$ cat config.mk
export PLATFORM = sky130hd
export DESIGN_NAME = quadrature_decoder
export DESIGN_NICKNAME = d
export VERILOG_FILES = /design/src/rtl/quad_pkg.sv /design/src/rtl/quad_sync.sv /design/src/rtl/quadrature_decoder.sv
export SDC_FILE = /design/constraint.sdc
export NUM_CORES = 1
export LEC_CHECK = 0
export ABC_AREA = 1
export CORE_MARGIN = 2
export CORE_UTILIZATION = 55
export CTS_BUF_LIST = sky130_fd_sc_hd__clkbuf_4
export DETAILED_ROUTE_END_ITERATION = 8
export PLACE_DENSITY_LB_ADDON = 0.12
export SYNTH_ARGS = -nofsm -noshare
export SYNTH_HDL_FRONTEND = slang
export SYNTH_HIERARCHICAL = 1
export SYNTH_SLANG_ARGS = --single-unit
$ cat constraint.sdc
create_clock -name clk -period 7.12 [get_ports clk]
set_clock_uncertainty 0.2 [all_clocks]
set_input_delay 2.136 -clock clk [delete_from_list [all_inputs] [get_ports clk]]
set_output_delay 2.136 -clock clk [all_outputs]
set_load 0.01 [all_outputs]
$ cat src/rtl/quad_pkg.sv
// Shared quadrature state encodings and the transition classifier used by the decoder.
package quad_pkg;

  localparam logic [1:0] QS_00 = 2'b00;
  localparam logic [1:0] QS_01 = 2'b01;
  localparam logic [1:0] QS_11 = 2'b11;
  localparam logic [1:0] QS_10 = 2'b10;

  typedef struct packed {
    logic valid;
    logic illegal;
    logic up;
  } qd_dir_t;

  // Position of a phase state around the forward Gray cycle 00->01->11->10.
  function automatic logic [1:0] qs_idx(input logic [1:0] s);
    logic [1:0] idx;
    case (s)
      QS_00:   idx = 2'd0;
      QS_01:   idx = 2'd1;
      QS_11:   idx = 2'd2;
      default: idx = 2'd3;
    endcase
    return idx;
  endfunction

  function automatic qd_dir_t qd_dir(input logic [1:0] prev, input logic [1:0] cur);
    qd_dir_t   r;
    logic [1:0] diff;
    diff = qs_idx(cur) - qs_idx(prev);
    r    = '0;
    case (diff)
      2'd1: begin r.valid = 1'b1; r.up = 1'b1; end
      2'd3: begin r.valid = 1'b1; r.up = 1'b0; end
      2'd2: r.illegal = 1'b1;
      default: r = '0;
    endcase
    return r;
  endfunction

endpackage

$ cat src/rtl/quad_sync.sv
// Multi-flop synchroniser for one asynchronous encoder phase.
module quad_sync #(
  parameter int unsigned STAGES = 2
) (
  input  logic clk,
  input  logic reset,
  input  logic d,
  output logic q
);

  logic [STAGES-1:0] sync_q;

  always_ff @(posedge clk) begin
    if (reset) sync_q <= '0;
    else       sync_q <= {sync_q[STAGES-2:0], d};
  end

  assign q = sync_q[STAGES-1];

endmodule

$ cat src/rtl/quadrature_decoder.sv
// Quadrature encoder decoder: synchronises qa/qb, classifies each transition and
// maintains a wrapping up/down position counter with step, direction and error flags.
module quadrature_decoder
  import quad_pkg::*;
#(
  parameter int unsigned WIDTH       = 4,
  parameter int unsigned SYNC_STAGES = 2
) (
  input  logic             clk,
  input  logic             reset,
  input  logic             qa,
  input  logic             qb,
  input  logic             clear,
  output logic [WIDTH-1:0] count,
  output logic             up,
  output logic             step,
  output logic             err
);

  localparam int unsigned PRIME_EDGES = SYNC_STAGES + 1;
  localparam int unsigned PW          = $clog2(PRIME_EDGES + 1);

  logic             a_s, b_s;
  logic [1:0]       s;
  logic [1:0]       prev_q, prev_d;
  logic [PW-1:0]    prime_q, prime_d;
  logic [WIDTH-1:0] count_q, count_d;
  logic             up_q, up_d;
  logic             step_q, step_d;
  logic             err_q, err_d;
  logic             primed;
  qd_dir_t          dir;

  quad_sync #(.STAGES(SYNC_STAGES)) u_sync_a (.clk(clk), .reset(reset), .d(qa), .q(a_s));
  quad_sync #(.STAGES(SYNC_STAGES)) u_sync_b (.clk(clk), .reset(reset), .d(qb), .q(b_s));

  assign s      = {a_s, b_s};
  assign primed = (prime_q == PW'(PRIME_EDGES));

  // Until the synchroniser has flushed, prev only follows s so a static pin level is never counted.
  always_comb begin
    prime_d = prime_q;
    prev_d  = s;
    count_d = count_q;
    up_d    = up_q;
    step_d  = 1'b0;
    err_d   = err_q;
    dir     = qd_dir(prev_q, s);

    if (!primed) begin
      prime_d = prime_q + PW'(1);
    end else if (dir.valid) begin
      count_d = dir.up ? count_q + WIDTH'(1) : count_q - WIDTH'(1);
      up_d    = dir.up;
      step_d  = 1'b1;
    end else if (dir.illegal) begin
      err_d   = 1'b1;
    end

    // Clear discards a coincident step but lets direction and prev update.
    if (clear) begin
      count_d = '0;
      err_d   = 1'b0;
      step_d  = 1'b0;
    end
  end

  always_ff @(posedge clk) begin
    if (reset) begin
      prime_q <= '0;
      prev_q  <= QS_00;
      count_q <= '0;
      up_q    <= 1'b1;
      step_q  <= 1'b0;
      err_q   <= 1'b0;
    end else begin
      prime_q <= prime_d;
      prev_q  <= prev_d;
      count_q <= count_d;
      up_q    <= up_d;
      step_q  <= step_d;
      err_q   <= err_d;
    end
  end

  assign count = count_q;
  assign up    = up_q;
  assign step  = step_q;
  assign err   = err_q;

endmodule

# Word-level counts from Yosys, hierarchy flattened
# Cells that the tools add are included.
# word_totals
regBits	15
input_bits	5
out_inout_bits	7
word_cells	36
# op_classes
n_addsub	4
n_eq_ne	8
n_mux	7
bitwise_logic	2
reduce_logical	7
# op_table
cell	n
one-hot mux 2 bit (3 select lines)	2
equality test 2 bit, second input constant	5
equality test 2 x 1 -> 1 bit, second input constant	3
adder 4 x 1 -> 4 bit, second input constant	1
zero test 2 bit	2
2-to-1 mux 1 bit	4
2-to-1 mux 4 bit	1
OR reduction 2 bit	2
subtractor 4 x 1 -> 4 bit, second input constant	1
AND reduction 3 bit	1
OR reduction 3 bit	1
adder 2 x 1 -> 2 bit, second input constant	1
NOT 1 bit	2
AND reduction 2 bit	1
subtractor 2 bit	1

# Logic depth before layout (Yosys ltp)
# Gate-level depths: netlist of the first run.
# logic_depth
ltp_word	8
ltp_mapped	22
depth_no_buf	22

# Modules after synthesis
# Netlist of the first run, hierarchy kept.
# by_module_without_submodules
module	instances	cells_each	area_per_inst_um2	seq_area_each_um2
quadrature_decoder	1	90	673.1	220.2
quad_sync	2	6	55.1	40.0

# Least setup slack after synthesis of the first run
# No wires, ideal clock.
# synth_timing
kind	input-to-reg
startpoint	in clear
endpoint	reg count_q[0], in the netlist count[0]
setup_time_ns	0.070
arrival_time_ns	2.517
path_slack_ns	4.333
path_stages	3
n_path_buf	0
path_cell_list	nor2_1 -> o21ai_0 -> a21oi_1
# synth_via
elab_chain_cells	1
# synth_rtl
item	line_no	rtl
start: declaration	quadrature_decoder.sv:13	input logic clear,
OR reduction 2 bit (no line)	n/a	
end signal: assignment	quadrature_decoder.sv:79	count_q <= count_d;
end: declaration	quadrature_decoder.sv:27	logic [WIDTH-1:0] count_q, count_d;
# No other way between the ends.
# A chain may end at the register's enable or synchronous reset.

# Worst setup path in the final report of the first run
# layout_timing
startpoint	reg count_q[0], in the netlist count[0]
endpoint	out count[0]
# layout_lines
item	line_no	rtl
end: declaration	quadrature_decoder.sv:14	output logic [WIDTH-1:0] count,
# No word-level cell between the ends.

==> flow_results.org, run 1 <==
** Outcome
- The run finished with clean final reports.

** Synthesis
- Synthesis handed over a netlist of 102 instances.
- Yosys instantiated no cell more often than sky130_fd_sc_hd__inv_1.
- In this run, synthesis produced a sequential element count of 15.
- Yosys warnings :: 6
- Each instance of the synthesized netlist takes up on average approximately 7.7 sq um.
- Counting distinct cell types in the post-synthesis netlist gives 15.
- Area share of the largest cell type after synthesis :: 38.3%
- The synthesized design contains 0 enable-type register cells.
- Share of flip-flops with an asynchronous set or reset :: 0%
- Synthesized area :: 783 sq um
- The share of the Yosys chip area taken by registers is 38.3%.
- Counting every net in the synthesized netlist gives between 100 and 150.
- Most instantiated cells after synthesis :: sky130_fd_sc_hd__inv_1 (22), sky130_fd_sc_hd__nand2_1 (17), sky130_fd_sc_hd__dfxtp_1 (15), sky130_fd_sc_hd__nor2_1 (13), sky130_fd_sc_hd__ha_1 (8)
- Dominant cell type by area after synthesis :: sky130_fd_sc_hd__dfxtp_1
- For this run, the leading register cell type out of synthesis is sky130_fd_sc_hd__dfxtp_1.
- Ranked by total cell area, the synthesized netlist is headed by sky130_fd_sc_hd__dfxtp_1 (38%), sky130_fd_sc_hd__ha_1 (13%), sky130_fd_sc_hd__inv_1 (11%).

** Power and ir drop
- Total power divided by cell area :: 178 nW/um^2
- Clock power frac :: 27.9%
- Gate power share :: 17.6%
- Internal power :: 0.122 mW
- Reported net switching power :: 0.0456 mW
- Max VDD drop :: 0.129 mV
- Total design power :: 0.168 mW
- Net switching is 27.2% of the power.
- In this run the static leakage power is approximately 0.45 nW.
- Sequential fraction of design power :: 54.5%

** Place
- Total half-perimeter wirelength after legalization and detailed placement :: just under 1000 um
- In this run the tool buffered the top-level ports with 11 buffer cells.
- The congestion estimate from routability-driven global placement came to between 0.7 and 0.8.
- Total placed instance area :: 912 sq um
- Pre-CTS setup slack :: about 3600 ps

** Timing
- RSZ-0062 raised after global routing :: no
- Dividing the final minimum period by the clock period gives 50.8%.
- Derived from the worst setup path, the maximum achievable clock frequency is approximately 280 MHz.
- On the final layout, the worst hold slack is 206 ps.
- For the final routed database, the setup TNS stands at 0 ps.
- Number of hold-slack violations in the final timing report :: 0
- Number of max-slew violations in the final report :: 0
- Worst Setup Slack, final :: 3500 ps
- For the pin with the worst max-slew slack, the measured transition is ~320 ps.
- Relative slew margins :: roughly four fifths
- Setup-failing EPs final :: 0
- The smallest clock period supported by the final layout is computed as 3620 ps.

** Worst hold path
- The min-delay analysis places its worst path in the category reg -> reg.

** Clocking
- The clock net in this run drives a total of 15 sinks.
- In this run the number of H-tree levels came out at 1.
- TritonCTS built the clock tree.
- Register clock-pin slew on the reported worst setup and hold paths :: 90 ps
- In this run, post-CTS hold repair placed 0 buffers.
- In this run the post-CTS setup repair buffer count came out at 0.
- Clock tree root driver cell :: sky130_fd_sc_hd__clkbuf_4
- The clock reaches the later pin of the worst-skew pair after 280 ps.
- In this run, post-CTS repair resized a total of 0 instances.
- Number of clock buffers inserted by TritonCTS :: 3
- The clock passes through at most 2 buffers.

** Worst setup path
- Reg2reg setup slack :: 4320 ps
- Crit path required time :: 4780 ps
- Critical path buffer and inverter count :: 1
- On the worst path, the slowest cell contributes a delay of 570 ps.
- Sort of element at the start of the critical path :: register
- Slowest cell on the critical path :: sky130_fd_sc_hd__clkdlybuf4s50_1
- The critical path goes through clkdlybuf4s50_1.
- For the worst setup path, the data arrival time is 1280 ps.
- The critical path in this run is classified as reg -> out.
- In this run the worst path has a maximum fanout of 5.
- Kind of cell adding the most delay to the critical path :: buffers and inverters
- Crit end category :: output pin

** Route
- Detailed-route via count :: 622
- WL/cell :: roughly 9.5 um
- After detailed routing, the number of remaining DRC violations is 0.
- In this run the remaining antenna-violating nets after routing total 0.
- Wire length after detailed routing :: 1250 um
- Initial DRC Count :: 17
- Detailed-routing iteration count for the pre-antenna-repair pass :: 4
- Vias per Instance :: 4.71

** Cells and area
- In the final layout, the share of cells above drive strength 1 is 12.8%.
- Compared with the post-synthesis result, the final layout area differs by 20.0%.
- Antenna Diode Count :: 0
- Final non-filler cell area :: 940 sq um
- Number of nets in the final layout :: around 130

** Global routing
- First-pass GRT wire length :: 2320 um
- Number of antenna violations at the first check in global routing :: 0
- For this run, the total global-route usage over all layers was measured as 17.1%.
- The number of global-route vias before repair was approximately 570.
- Total congestion overflow after global routing :: 0
- Entering global routing, the biggest net connects 11 pins.

** Die
- Die ar. :: 1740 sq um
- Vertical extent of the die :: 41.7 um
- The total area inside the core boundary comes to ~1300 sq um.
- The floorplan has 13 rows.
- Width of the chip :: about 42 um
- Number of top-level pins :: 12
- Initial core utilization :: between 50% and 60%

** Flow run
- Across the run, the number of max-cap violations was 0.
[logic make-up after synthesis]
logic type | synth area share [%]
compound gates | 6.39
xor+xnor | 2.24
fa+ha+maj | 15.3
buf+inv | 10.5
flops | 38.3
simple gates | 27.2
[placed cells by master, fill, tap and decap left out, types with 3 or more instances in the layout]
cell	n
sky130_fd_sc_hd__a21oi_1	6
sky130_fd_sc_hd__clkbuf_4	3
sky130_fd_sc_hd__clkdlybuf4s50_1	11
sky130_fd_sc_hd__dfxtp_1	15
sky130_fd_sc_hd__ha_1	8
sky130_fd_sc_hd__inv_1	22
sky130_fd_sc_hd__nand2_1	17
sky130_fd_sc_hd__nand2_2	4
sky130_fd_sc_hd__nand3_1	3
sky130_fd_sc_hd__nand3_2	3
sky130_fd_sc_hd__nor2_1	13
sky130_fd_sc_hd__nor2_2	3
sky130_fd_sc_hd__o21ai_0	4
[registers in the layout (all words and copies together), names as in the netlist]
| name | count |
|---|---|
| up | 1 |
| err | 1 |
| u_sync_b/sync_q | 2 |
| u_sync_a/sync_q | 2 |
| step | 1 |
| prime_q | 2 |
| count | 4 |
| prev_q | 2 |
[power groups by stage]
stage | Combinational, mW | Clock (mW) | Sequential (mW)
floorplan | 0.0209 | 0 | 0.0928
global placement | 0.0282 | 0 | 0.0928
detailed placement | 0.0290 | 0 | 0.0931
CTS | 0.0297 | 0.0483 | 0.0912
global route | 0.0334 | 0.0524 | 0.0919
finish | 0.0296 | 0.0467 | 0.0914
[final cells by class]
type                            count  area [sq um]
Multi-Input combinational cell     65           400
Fill cell                         108           378
Sequential cell                    15           300
Timing Repair Buffer               11           110
Inverter                           22          82.6
Clock buffer                        3          22.5
Tap cell                           15          18.8
Clock inverter                      1          5.00
[through the flow]
stage          std cells  util (%)
5_1_grt              132      71.3
3_3_place_gp         128      69.2
6_report             132      71.3
3_5_place_dp         128      69.2
4_1_cts              132      71.3
2_1_floorplan        102         -
[routing by layer]
metal | GRT usage (%) | part of all wire, % | vias up | routed length (um)
met5 | 0 | 0 | - | 0
li1 | - | - | 338 | -
met1 | 22.2 | 47 | 268 | 582
met2 | 26.6 | 49 | 14 | 606
met4 | 11.6 | 1.1 | 0 | 14
met3 | 1.74 | 3.7 | 2 | 46
[worst paths after layout]
kind,to,depth (start not counted),start
hold / removal,u_sync_b/sync_q[1],2,u_sync_b/sync_q[0]
setup reg to reg,count[3],20,prev_q[0]
hold reg to reg,u_sync_b/sync_q[1],2,u_sync_b/sync_q[0]
setup / recovery,count[0],1,count[0]
(Power assumes the default switching activity.)
==> run 2, diff against run 1 <==
Settings changed: CORE_UTILIZATION 55 to 49.
Clock period 7.12 ns to 3 ns, I/O delays scaled along.
==> run 2 against run 1 <==
  * Via count fell by 3.9%
  * Non-clock buffer count did not move
  * Sequential share of layout area fell by 0.46 points
  * Final area rose by 1.5%
  * Critical path depth rose by 18
  * Register-to-register slack got worse by 4000 ps
  * Flip-flop and latch count did not move
  * Die area rose by 11%
  * First-iteration DRC count fell by 82%
  * Global-route usage fell by 1.3 points
  * Total power rose by 140%
  * Largest power group unchanged
==> flow_results.org, run 2 (same netlist as run 1, synthesis figures left out) <==
** Outcome
- The flow ran to the end, and the final reports show no timing, DRC or antenna violations.

** Timing
- Derived from the worst setup path, the maximum achievable clock frequency is 378 MHz.
- In this run the tightest slew margin relative to its limit is 78.7%.
- For the final routed database, the setup TNS stands at 0 ps.
- Time the worst path needs with I/O delays and setup :: 2650 ps
- Share of the clock period used by the worst path :: 88.2%
- Setup-failing EPs final :: 0
- At the pin with the least slew margin, the transition time is between 300 and 400 ps.
- Worst Setup Slack, final :: 355 ps
- Number of max-slew violations in the final report :: 0
- Setup repair after global routing left no endpoint under its margin.
- Number of hold-slack violations in the final timing report :: 0

** Worst hold path
- The worst hold path begins at u_sync_b/sync_q[0].
- WHS Path Cells :: 2
- Worst-case hold path end point :: u_sync_b/sync_q[1]
- Classification of the worst-slack hold path :: reg -> reg

** Clocking
- Post-cts repair resize count :: 0
- In this run the number of H-tree levels came out at 1.
- In this run the deepest clock path goes through 2 buffers.
- Number of clock buffers inserted by TritonCTS :: 3
- Source-to-sink clock delay at the later pin of the worst-skew pair :: 290 ps
- Buffer count from post-CTS setup fixing :: 0
- TritonCTS built the clock tree.
- For this design, the sink count on the clock tree is 15.
- Clock tree root driver cell :: sky130_fd_sc_hd__clkbuf_4
- Hold buffers post-CTS :: 0
- After clock tree synthesis, the clock-pin slew on the worst setup and hold paths is 90 ps.

** Place
- The HPWL after detailed placement is 952 um.
- Before CTS, the worst setup slack after placement is 292 ps.
- Routability congestion estimate :: 0.720
- PortBufs :: 11

** Power and ir drop
- Clock power frac :: 28.8%
- The completed layout was analyzed and its total power is 0.402 mW.
- Gate power share :: 17.5%
- Cell internal power was estimated by the tool at roughly 0.29 mW.
- VDD sags by at most 0.298 mV.
- For this design the ratio of total power to cell area is 422 nW/um^2.
- Registers are responsible for 53.8% of the overall power.
- In this run switching power makes up 27.5% of total power.
- Pleak :: 0.449 nW
- The analysis attributes to net switching a power of approximately 0.11 mW.

** Worst setup path
- The largest individual stage delay along the critical path comes from the cell sky130_fd_sc_hd__dfxtp_1.
- Across all register-to-register paths, the minimum setup slack is around 350 ps.
- Cell type with the highest occurrence count on the critical path :: sky130_fd_sc_hd__nand2_1
- Start of the worst register-to-register path :: u_sync_b/sync_q[1]
- Reg-to-reg critical path endpoint :: count[3]
- The number of cells on the worst reg-to-reg path is 19.
- In this design, the stage delay of the slowest critical-path cell is 340 ps.
- Signal arrival time at the worst endpoint :: between 2000 and 3000 ps
- The worst setup path is captured at a register.
- The setup path with the least slack is of type reg -> reg.
- STA classifies the critical path startpoint as a register.
- Along the worst path, the maximum fanout reaches 3.
- Crit path required time :: 2990 ps
- Traced cell by cell, the critical path runs through inv_1, ha_1, ha_1, inv_1, nand2_1, nand2_1, nand2_2, nand2_1, nor2_1, inv_1, ha_4, nand2_1, nand2_1, a21oi_1, nand3_1, nand2_2, nand2_2, nor2_1, nor2_2.

** Route
- Number of remaining DRC errors :: 0
- The first TritonRoute pass finished after 3 iterations.
- For this block, the initial DRC count from the detailed router was 3.
- In the routed layout, each cell is associated on average with a via count of 4.50.
- Detailed-route via count :: about 600
- Wire length after detailed routing :: 1190 um
- Once detail routing completed, the nets flagged for antenna violations numbered 0.
- Dividing the detail-routed wire length by the instance count gives between 8 and 9 um.

** Cells and area
- Number of nets in the final layout :: 132
- Fraction of layout cells with a size suffix above 1 :: 13.7%
- Area of all sequential standard cells :: roughly 300 sq um
- The register with the most flip-flops in the layout has 4 of them.
- Layout overhead on the synthesized area :: 21.7%
- Fillers :: 139
- The library cell used most frequently in the layout, excluding fill and tap cells, is sky130_fd_sc_hd__inv_1.
- The top cell types in the final layout, fill and taps aside, are sky130_fd_sc_hd__inv_1 (22), sky130_fd_sc_hd__nand2_1 (17), sky130_fd_sc_hd__dfxtp_1 (15).
- Summing all multi-input logic gate instances after layout gives 413 sq um.
- 0 antenna diodes ended up in the layout.

** Global routing
- The number of global-route vias before repair came to between 500 and 600.
- The first global-routing pass estimated around 2200 um of wire.
- Entering global routing, the biggest net connects 11 pins.
- Total GRT Usage :: 15.8%
- The total overflow left after global routing is 0.
- The number of antenna violations at the first check in global routing was 0.

** Die
- Initial core utilization :: approximately half
- Width of the chip :: 44.0 um
- Die ar. :: 1930 sq um
- Measured along the y axis, the die boundary spans 44.0 um.
- The total area inside the core boundary comes to roughly 1500 sq um.
- The floorplan has 14 rows.
- Number of top-level pins :: 12

** Flow run
- Max-cap violations in this run came to 0.
-- run 2: cell types whose count changed in the layout (fill, tap and decap cells not counted) --
cell,before,now
sky130_fd_sc_hd__ha_1,8,7
sky130_fd_sc_hd__ha_4,0,1
-- run 2: metal layers --
metal,track usage [%],share of wire (%),vias to the layer above
met2,23.2,44,8
li1,-,-,338
met5,0,0,-
met4,12.7,2.3,0
met3,3.75,2.9,4
met1,19.6,51,248
-- run 2: critical path: cells and delay by family, from the launching register on --
kind / cells / cell delay (ps)
adder cells (fa/ha/maj): 3 / 730
AND/OR/NAND/NOR: 12 / 900
flip-flops: 1 / 340
AO/OA/AOI/OAI: 1 / 110
buffers and inverters: 3 / 270
-- run 2: stage by stage --
step / util [%] / cells / hold slack [ps] / instance area (sq um)
after floorplan: - / 102 / 188 / 783
after global placement: 60.6 / 129 / 190 / 913
after detailed placement: 60.6 / 129 / 199 / 913
after CTS: 62.5 / 133 / 212 / 941
after global routing: 63.3 / 133 / 246 / 953
final: 63.3 / 133 / 212 / 953
-- run 2: worst max-delay path by stage --
stage	to	cells past startpoint	slack (ps)	startpoint
floorplan	count[3]	20	470	prev_q[0]
global placement	count[3]	20	320	prev_q[0]
detailed placement	count[3]	20	290	prev_q[0]
CTS	count[3]	20	260	prev_q[0]
global route	count[3]	20	50	prev_q[0]
finish	count[3]	19	350	u_sync_b/sync_q[1]
-- run 2: power by group through the flow --
| stage | sequential [mW] | combinational, mW | clock (mW) |
|---|---|---|---|
| floorplan | 0.220 | 0.0496 | 0 |
| global placement | 0.220 | 0.0664 | 0 |
| detailed placement | 0.221 | 0.0685 | 0 |
| CTS | 0.216 | 0.0692 | 0.121 |
| global route | 0.217 | 0.0817 | 0.128 |
| finish | 0.216 | 0.0703 | 0.116 |
-- run 2: layout make-up --
cell class	instances	area share, %
Timing Repair Buffer	11	11.5
Sequential cell	15	31.5
Clock buffer	3	2.36
Inverter	22	8.66
Multi-Input combinational cell	65	43.3
Clock inverter	1	0.525
Tap cell	16	2.10
